File: config.mk
export PLATFORM = sky130hd
export DESIGN_NAME = fetch_pc_ctrl
export DESIGN_NICKNAME = d
export VERILOG_FILES = /design/src/rtl/fetch_pc_ctrl.sv
export SDC_FILE = /design/constraint.sdc
export NUM_CORES = 1
export LEC_CHECK = 0
export ABC_CLOCK_PERIOD_IN_PS = 8650
export CAP_MARGIN = 40
export CORE_MARGIN = 2
export CORE_UTILIZATION = 46
export DETAILED_ROUTE_END_ITERATION = 16
export PLACE_DENSITY = 0.81
export SETUP_SLACK_MARGIN = 0.2
export SLEW_MARGIN = 20
export SYNTH_ARGS = -nofsm -noshare
export SYNTH_HDL_FRONTEND = slang
export SYNTH_SLANG_ARGS = --single-unit
export TNS_END_PERCENT = 30
File: constraint.sdc
create_clock -name clk -period 8.65 [get_ports clk]
set_input_delay 2.1625 -clock clk [delete_from_list [all_inputs] [get_ports clk]]
set_output_delay 2.1625 -clock clk [all_outputs]
set_load 0.01 [all_outputs]
File: src/rtl/fetch_pc_ctrl.sv
// Fetch-stage PC controller: one outstanding instruction fetch, a one-entry decode buffer,
// and redirects from execute that flush younger work and drop stale fetch responses.
module fetch_pc_ctrl #(
  parameter int                    DATA_WIDTH = 64,
  parameter logic [DATA_WIDTH-1:0] RESET_PC   = 64'h0000_0000_8000_0000,
  parameter int                    CNT_WIDTH  = 32
) (
  input  logic                  clk,
  input  logic                  rst,
  output logic                  imem_req_valid,
  input  logic                  imem_req_ready,
  output logic [DATA_WIDTH-1:0] imem_req_addr,
  input  logic                  imem_rsp_valid,
  input  logic [31:0]           imem_rsp_inst,
  output logic                  if_valid,
  input  logic                  if_ready,
  output logic [DATA_WIDTH-1:0] if_pc,
  output logic [31:0]           if_inst,
  input  logic                  ex_resolve_valid,
  input  logic [2:0]            ex_specinst,
  input  logic [2:0]            ex_detail,
  input  logic                  ex_cmp,
  input  logic [DATA_WIDTH-1:0] ex_take_target,
  output logic                  flush_o,
  output logic [CNT_WIDTH-1:0]  redirect_cnt
);

  typedef enum logic [1:0] {S_REQ, S_WAIT, S_HOLD} state_t;

  localparam logic [2:0] SPEC_BR   = 3'd0;
  localparam logic [2:0] SPEC_JAL  = 3'd1;
  localparam logic [2:0] SPEC_JALR = 3'd2;

  state_t                state_q, state_d;
  logic [DATA_WIDTH-1:0] pc_q, pc_d;
  logic                  discard_q, discard_d;
  logic [DATA_WIDTH-1:0] if_pc_q, if_pc_d;
  logic [31:0]           if_inst_q, if_inst_d;
  logic                  flush_q, flush_d;
  logic [CNT_WIDTH-1:0]  redirect_cnt_q, redirect_cnt_d;

  logic take;
  logic redir;
  logic req_fire;

  // Same branch-outcome rule as the core's next-PC selector; funct3 010/011 never take.
  always_comb begin
    unique case (ex_detail)
      3'b000, 3'b100, 3'b110: take = ex_cmp;
      3'b001, 3'b101, 3'b111: take = ~ex_cmp;
      default:                take = 1'b0;
    endcase
  end

  assign redir = ex_resolve_valid &
                 ((ex_specinst == SPEC_JAL) | (ex_specinst == SPEC_JALR) |
                  ((ex_specinst == SPEC_BR) & take));

  // Request valid comes from state only; rst masks it so nothing is issued while held in reset.
  assign imem_req_valid = (state_q == S_REQ) & ~rst;
  assign imem_req_addr  = pc_q;
  assign req_fire       = imem_req_valid & imem_req_ready;

  always_comb begin
    // NOTE: every always_comb output gets a default first so no path leaves it unassigned (no latch).
    state_d        = state_q;
    pc_d           = pc_q;
    discard_d      = discard_q;
    if_pc_d        = if_pc_q;
    if_inst_d      = if_inst_q;
    flush_d        = redir;
    redirect_cnt_d = redirect_cnt_q + CNT_WIDTH'(redir);

    unique case (state_q)
      S_REQ: begin
        if (req_fire) begin
          state_d = S_WAIT;
          // A redirect in the accept cycle makes this fetch stale before it returns.
          if (redir) discard_d = 1'b1;
        end
      end
      S_WAIT: begin
        if (imem_rsp_valid) begin
          discard_d = 1'b0;
          if (redir || discard_q) begin
            state_d = S_REQ;
          end else begin
            state_d   = S_HOLD;
            if_pc_d   = pc_q;
            if_inst_d = imem_rsp_inst;
          end
        end else if (redir) begin
          discard_d = 1'b1;
        end
      end
      S_HOLD: begin
        if (redir) begin
          state_d = S_REQ;
        end else if (if_ready) begin
          state_d = S_REQ;
          pc_d    = pc_q + DATA_WIDTH'(4);
        end
      end
      default: state_d = S_REQ;
    endcase

    // Redirect outranks every handshake: the target always replaces the PC.
    if (redir) pc_d = ex_take_target;
  end

  // NOTE: sequential state uses non-blocking assignments so all flops sample pre-edge values.
  always_ff @(posedge clk or posedge rst) begin
    if (rst) begin
      state_q        <= S_REQ;
      pc_q           <= RESET_PC;
      discard_q      <= 1'b0;
      // NOTE: the decode buffer is reset too, so if_pc/if_inst read as zero out of reset.
      if_pc_q        <= '0;
      if_inst_q      <= '0;
      flush_q        <= 1'b0;
      redirect_cnt_q <= '0;
    end else begin
      state_q        <= state_d;
      pc_q           <= pc_d;
      discard_q      <= discard_d;
      if_pc_q        <= if_pc_d;
      if_inst_q      <= if_inst_d;
      flush_q        <= flush_d;
      redirect_cnt_q <= redirect_cnt_d;
    end
  end

  assign if_valid     = (state_q == S_HOLD);
  assign if_pc        = if_pc_q;
  assign if_inst      = if_inst_q;
  assign flush_o      = flush_q;
  assign redirect_cnt = redirect_cnt_q;

endmodule
* Word-level counts from Yosys, hierarchy flattened
Index checks and enable logic that the tools add are counted.
** Storage, ports and cells
- Memories :: 0
- ROM bits :: 0
- Bits in latches :: 0
- Bits in writable memories :: 0
- Logic and storage cells :: 57
- Output and inout port bits :: 195
- Register bits after elaboration :: 196
- Input bits :: 109
** Operators by class
- Multipliers :: 0
- Equality and inequality tests :: 12
- Bitwise operators :: 9
- Reduce and logical (&&, ||, !) cells :: 13
- Add/sub/neg operators :: 2
- Div/mod/pow operators :: 0
- Mux-type cells :: 14
- Order comparisons :: 0
- Shifts and indexed selects :: 0
** Operators with widths (count)
- $mux 64 :: 3
- $add 64x3->64 const B :: 1
- $add 32x1->32 :: 1
- $eq 3x3->1 const B :: 4
- $mux 2 :: 5
- $eq 3x1->1 const B :: 2
- $logic_not 3->1 :: 2
- $pmux 2 s3 :: 1
- $reduce_and 3->1 :: 2
- $reduce_bool 2->1 :: 3
- $reduce_or 3->1 :: 2
- $and 1x1->1 :: 4
- $ne 2x2->1 const B :: 2
- $pmux 1 s2 :: 2
- $reduce_and 2->1 :: 2
- $eq 3x2->1 const B :: 1
- $mux 1 :: 3
- $ne 3x1->1 const B :: 1
- $not 1->1 :: 3
- $eq 2x1->1 const B :: 1
- $eq 2x2->1 const B :: 1
- $logic_not 2->1 :: 1
- $or 1x1->1 :: 2
- $logic_or 1x1->1 :: 1

* Depth between registers and ports, before layout
- Word-level depth :: 10
- Gate-level depth with buffers :: 12
- Gate-level depth less buffers :: 10

* Least setup slack after synthesis
OpenSTA, ideal clock, no wires.
- Path kind :: input to register
- From :: input port ex_cmp
- To :: register redirect_cnt_q[26] (netlist: redirect_cnt[26])
- Buffers on the path :: 2
- Arrival time :: 4630 ps
- Data required time :: 8524 ps
- Stages :: 12
- Setup slack :: 3893 ps
- Setup time :: 126 ps
- Cell sequence :: xnor2_1 o21ai_0 nand2_1 inv_1 clkbuf_1 buf_1 ha_1 ha_1 nand3_1 nor3_1 nand3_1 xnor2_1
** On the way
- Cells in the longest elaborated chain, start to end :: 6
** Ends and longest elaborated chain
- start, declared :: line 22 : input logic ex_cmp,
- $not 1->1 :: line 50 : 3'b001, 3'b101, 3'b111: take = ~ex_cmp;
- $pmux 1 s2 (*) :: line 48 : unique case (ex_detail)
- $and 1x1->1 (*) :: line 57 : ((ex_specinst == SPEC_BR) & take));
- $or 1x1->1 (*) :: line 56 : ((ex_specinst == SPEC_JAL) | (ex_specinst == SPEC_JALR) |
- $and 1x1->1 (*) :: line 55 : assign redir = ex_resolve_valid &
- via flush_d :: line 39 : logic flush_q, flush_d;
- $add 32x1->32 (*) :: line 72 : redirect_cnt_d = redirect_cnt_q + CNT_WIDTH'(redir);
- via redirect_cnt_d[26] :: line 40 : logic [CNT_WIDTH-1:0] redirect_cnt_q, redirect_cnt_d;
- end signal, assigned :: line 129 : redirect_cnt_q <= redirect_cnt_d;
- end, declared :: line 40
Mark *: on every way through the listed nets, which the timed path passes. The rest lies on a longest branch.
A chain may end at the register's enable or synchronous reset.

* Final worst setup path
- From :: input port rst
- To :: output port imem_req_valid
** On the way
- Cells in the longest elaborated chain, start to end :: 2
** Ends and longest elaborated chain
- start, declared :: line 9 : input logic rst,
- $not 1->1 :: line 60 : assign imem_req_valid = (state_q == S_REQ) & ~rst;
- $and 1x1->1 :: line 60
- end, declared :: line 10 : output logic imem_req_valid,
Every way passes these cells.

==> results_dict.tcl <==
set metrics [dict create \
    cts-htree-levels 4 \
    slowest_delay_ns 0.58 \
    yosysUniqueCellTypes 45 \
    crit_type "input pin to output port" \
    grt_overflow 0 \
    synthTopCellsByArea "dfrtp_1 (55%), mux2_2 (12%), xnor2_1 (4.1%)" \
    use_met2 0.411 \
    r2r-end "imem_req_addr[63]" \
    crit_family "buffers and inverters" \
    min-delay-start "redirect_cnt[31]" \
    syn-num-nets 910 \
    place.gp.congestion 0.855 \
    met1_usage 0.320 \
    cts_sinks 196 \
    met3_usage 0.0610 \
    finalCritPeriodShare 0.652 \
    critical-path-slowest-cell "clkdlybuf4s50_1" \
    dieArea_um2 20500 \
    yosys.area.top_type "dfrtp_1" \
    fillers 1475 \
    final_core_util 0.680 \
    syn_area_per_cell_um2 11.2 \
    first_pass_iters 5 \
    path_cells "clkdlybuf4s50_1 -> nor3_1 -> clkdlybuf4s50_1" \
    placeableCoreArea_um2 18900 \
    crit_required_ns 6.49 \
    power.density_nw_per_um2 272 \
    crit_buf_inv 2 \
    io_buffers 303 \
    dr_total_vias 7435 \
    num_rows 50 \
    regToRegSetupSlack_ns 5.80 \
    hold_viol 0 \
    cts_resized 0 \
    synth-simple-area-share 0.177 \
    grt_max_degree 90 \
    reg2regPathDepth 5 \
    antenna_found_initial 0 \
    tightest_slew_ns 0.734 \
    grt_usage 0.246 \
    hp-class "flip-flop to flip-flop" \
    cts_tree "built" \
    synthFlopType "dfrtp_1" \
    synth_top_family_by_area "simple AND/OR/NAND/NOR gates" \
    fin_setup_tns_ns 0 \
    hold_end "redirect_cnt[31]" \
    dp_slack_ns 2.91 \
    die_y_um 143 \
    yosysTopAreaCellShare 0.547 \
    drive_gt1_frac 0.136 \
    end_kind "output port" \
    hold_buffers 0 \
    slew_violations 0 \
    arrival_ns 3.48 \
    fmax_mhz 177 \
    synth-xor-area-share 0.0677 \
    ir_worst_vdd_mv 0.151 \
    grt.busiest_layer "met2" \
    cap_violations 0 \
    synth_edf_count 0 \
    power_uw 3500 \
    slew_headroom 0.507 \
    io_pins 304 \
    rr_startpoint "imem_req_addr[31]" \
    die_width_um 143 \
    yosys-mux-area-fraction 0.121 \
    rsz0062_at_grt "no" \
    p_leak_uw 0.00510 \
    syn_inst 797 \
    drc 0 \
    yosysWarnings 0 \
    grt_pass1_wl_mm 39.3 \
    nets 1210 \
    first_global_vias 7301 \
    synthAdderAreaFrac 0.00561 \
    whs_path_depth 1 \
    synth_area_um2 8930 \
    startpoint_type "input pin" \
    detail_route.wl_per_cell_um 18.6 \
    setup_ws_ns 3.01 \
    finalSetupViolCount 0 \
    crit_top_cell "clkdlybuf4s50_1" \
    clockBufferDepth 2 \
    postCtsSetupBuffers 0 \
    synth_compound_area_frac 0.0591 \
    antennaDiodeCount 0 \
    drt_iter0_markers 436 \
    async_flop_share 1.00 \
    crit_fanout 2 \
    avgViaCountPerCell 5.43 \
    synth_seq_area_share 0.549 \
    area_growth_pct 44.0 \
    period_minus_slack_ns 5.64 \
    start_util 0.473 \
    cts_root_buffer "clkbuf_16" \
    hpwl_mm 18.5 \
    fin_worst_skew_ns 0.0121 \
    clk_latency_ns 0.43 \
    clkTransAtPathRegs_ns 0.08 \
    detail-route-antenna-nets 0 \
    cts_buffers 17 \
    ys_seq_elements 196 \
    outcome "finished clean" \
    routed_wl_mm 25.5 \
]
==> state kept, by name, summed over array words and instances (netlist names) <==
register and cells:
state_q 2, discard_q 1, flush_o 1, redirect_cnt 32, if_pc 64, imem_req_addr 64
if_inst 32
==> routing by layer <==
| layer | wire length [um] | part of all wire |
|---|---|---|
| met5 | 0 | 0 |
| met3 | 1900 | 0.075 |
| met2 | 12500 | 0.49 |
| met1 | 10500 | 0.41 |
| met4 | 512 | 0.020 |
==> worst register-to-register path, cell delays in order, from the launching register on <==
cell and delay (ns):
dfstp_2 0.62, nand4_1 0.24, nor3_1 0.37, or4b_1 0.78, or4_1 0.60, a31oi_1 0.17
==> placed cells by master, fill, tap and decap left out, types with 3 or more instances in the layout <==
cell type / synthesis / routed
mux2_2: 96 / 96
nand2b_1: 4 / 4
a31oi_1: 22 / 22
o21ai_0: 48 / 48
clkdlybuf4s50_1: 0 / 303
xnor2_1: 42 / 42
nand4_1: 29 / 29
a21oi_1: 6 / 6
clkinv_4: 0 / 3
and4_1: 9 / 9
nor3_1: 15 / 14
o31a_1: 3 / 3
clkbuf_16: 0 / 17
or3_1: 14 / 14
a31o_2: 3 / 3
o31ai_1: 6 / 6
and2_1: 5 / 5
nor2b_1: 3 / 3
and3_1: 12 / 12
nand3_1: 46 / 46
or4_1: 8 / 8
xor2_1: 27 / 27
ha_1: 4 / 4
dfrtp_1: 195 / 195
inv_1: 13 / 11
buf_4: 0 / 7
clkinvlp_4: 0 / 5
nor2_1: 42 / 42
inv_8: 0 / 4
nand2_1: 78 / 77
nor4_1: 17 / 16
==> layout make-up <==
type	instances	area, um^2	area share
flip-flops and latches	196	4910	0.382
multi-input cells	556	3860	0.300
repair buffers	313	3150	0.245
clock buffers	19	433	0.0337
well taps	260	325	0.0253
clock inverters	13	123	0.00954
inverters	13	56.3	0.00438
==> worst max-delay path by stage <==
stage | slack (ns) | endpoint | depth (start not counted) | start
floorplan | 1.15 | discard_q | 1 | rst
detailed placement | 2.91 | if_inst[27] | 10 | ex_detail[0]
global route | 2.94 | imem_req_valid | 3 | rst
global placement | 2.96 | if_pc[16] | 10 | ex_cmp
CTS | 3.01 | imem_req_valid | 3 | rst
finish | 3.01 | imem_req_valid | 3 | rst
==> cell usage after synthesis (8+ instances only) <==
cell type	instances
nor2_1	42
nor3_1	15
a31oi_1	22
inv_1	13
nor4_1	17
or3_1	14
and3_1	12
xnor2_1	42
nand2_1	78
clkbuf_1	24
o21ai_0	48
xor2_1	27
and4_1	9
nand3_1	46
or4_1	8
dfrtp_1	195
nand4_1	29
mux2_2	96
==> per-stage QoR <==
step | instances | hold WS [ns] | instance area [um^2]
global route | 1370 | 0.510 | 12900
detailed placement | 1336 | 0.475 | 12300
floorplan | 797 | 0.465 | 8930
finish | 1370 | 0.486 | 12900
CTS | 1368 | 0.490 | 12800
global placement | 1335 | 0.461 | 12200
==> where the power goes <==
part	switching, uW	total [uW]	internal (uW)
Sequential	255	1470	1220
Combinational	478	1280	801
Clock	373	752	379
Total	1110	3500	2400
==> kinds of logic (layout without fill, tap and decap cells) <==
logic type	count (synthesis)	count (layout)
mux	96	96
simple gates	296	296
flops	196	196
buf+inv	45	358
fa+ha+maj	4	4
compound gates	91	91
xor+xnor	69	69
(Power assumes the default switching activity.)
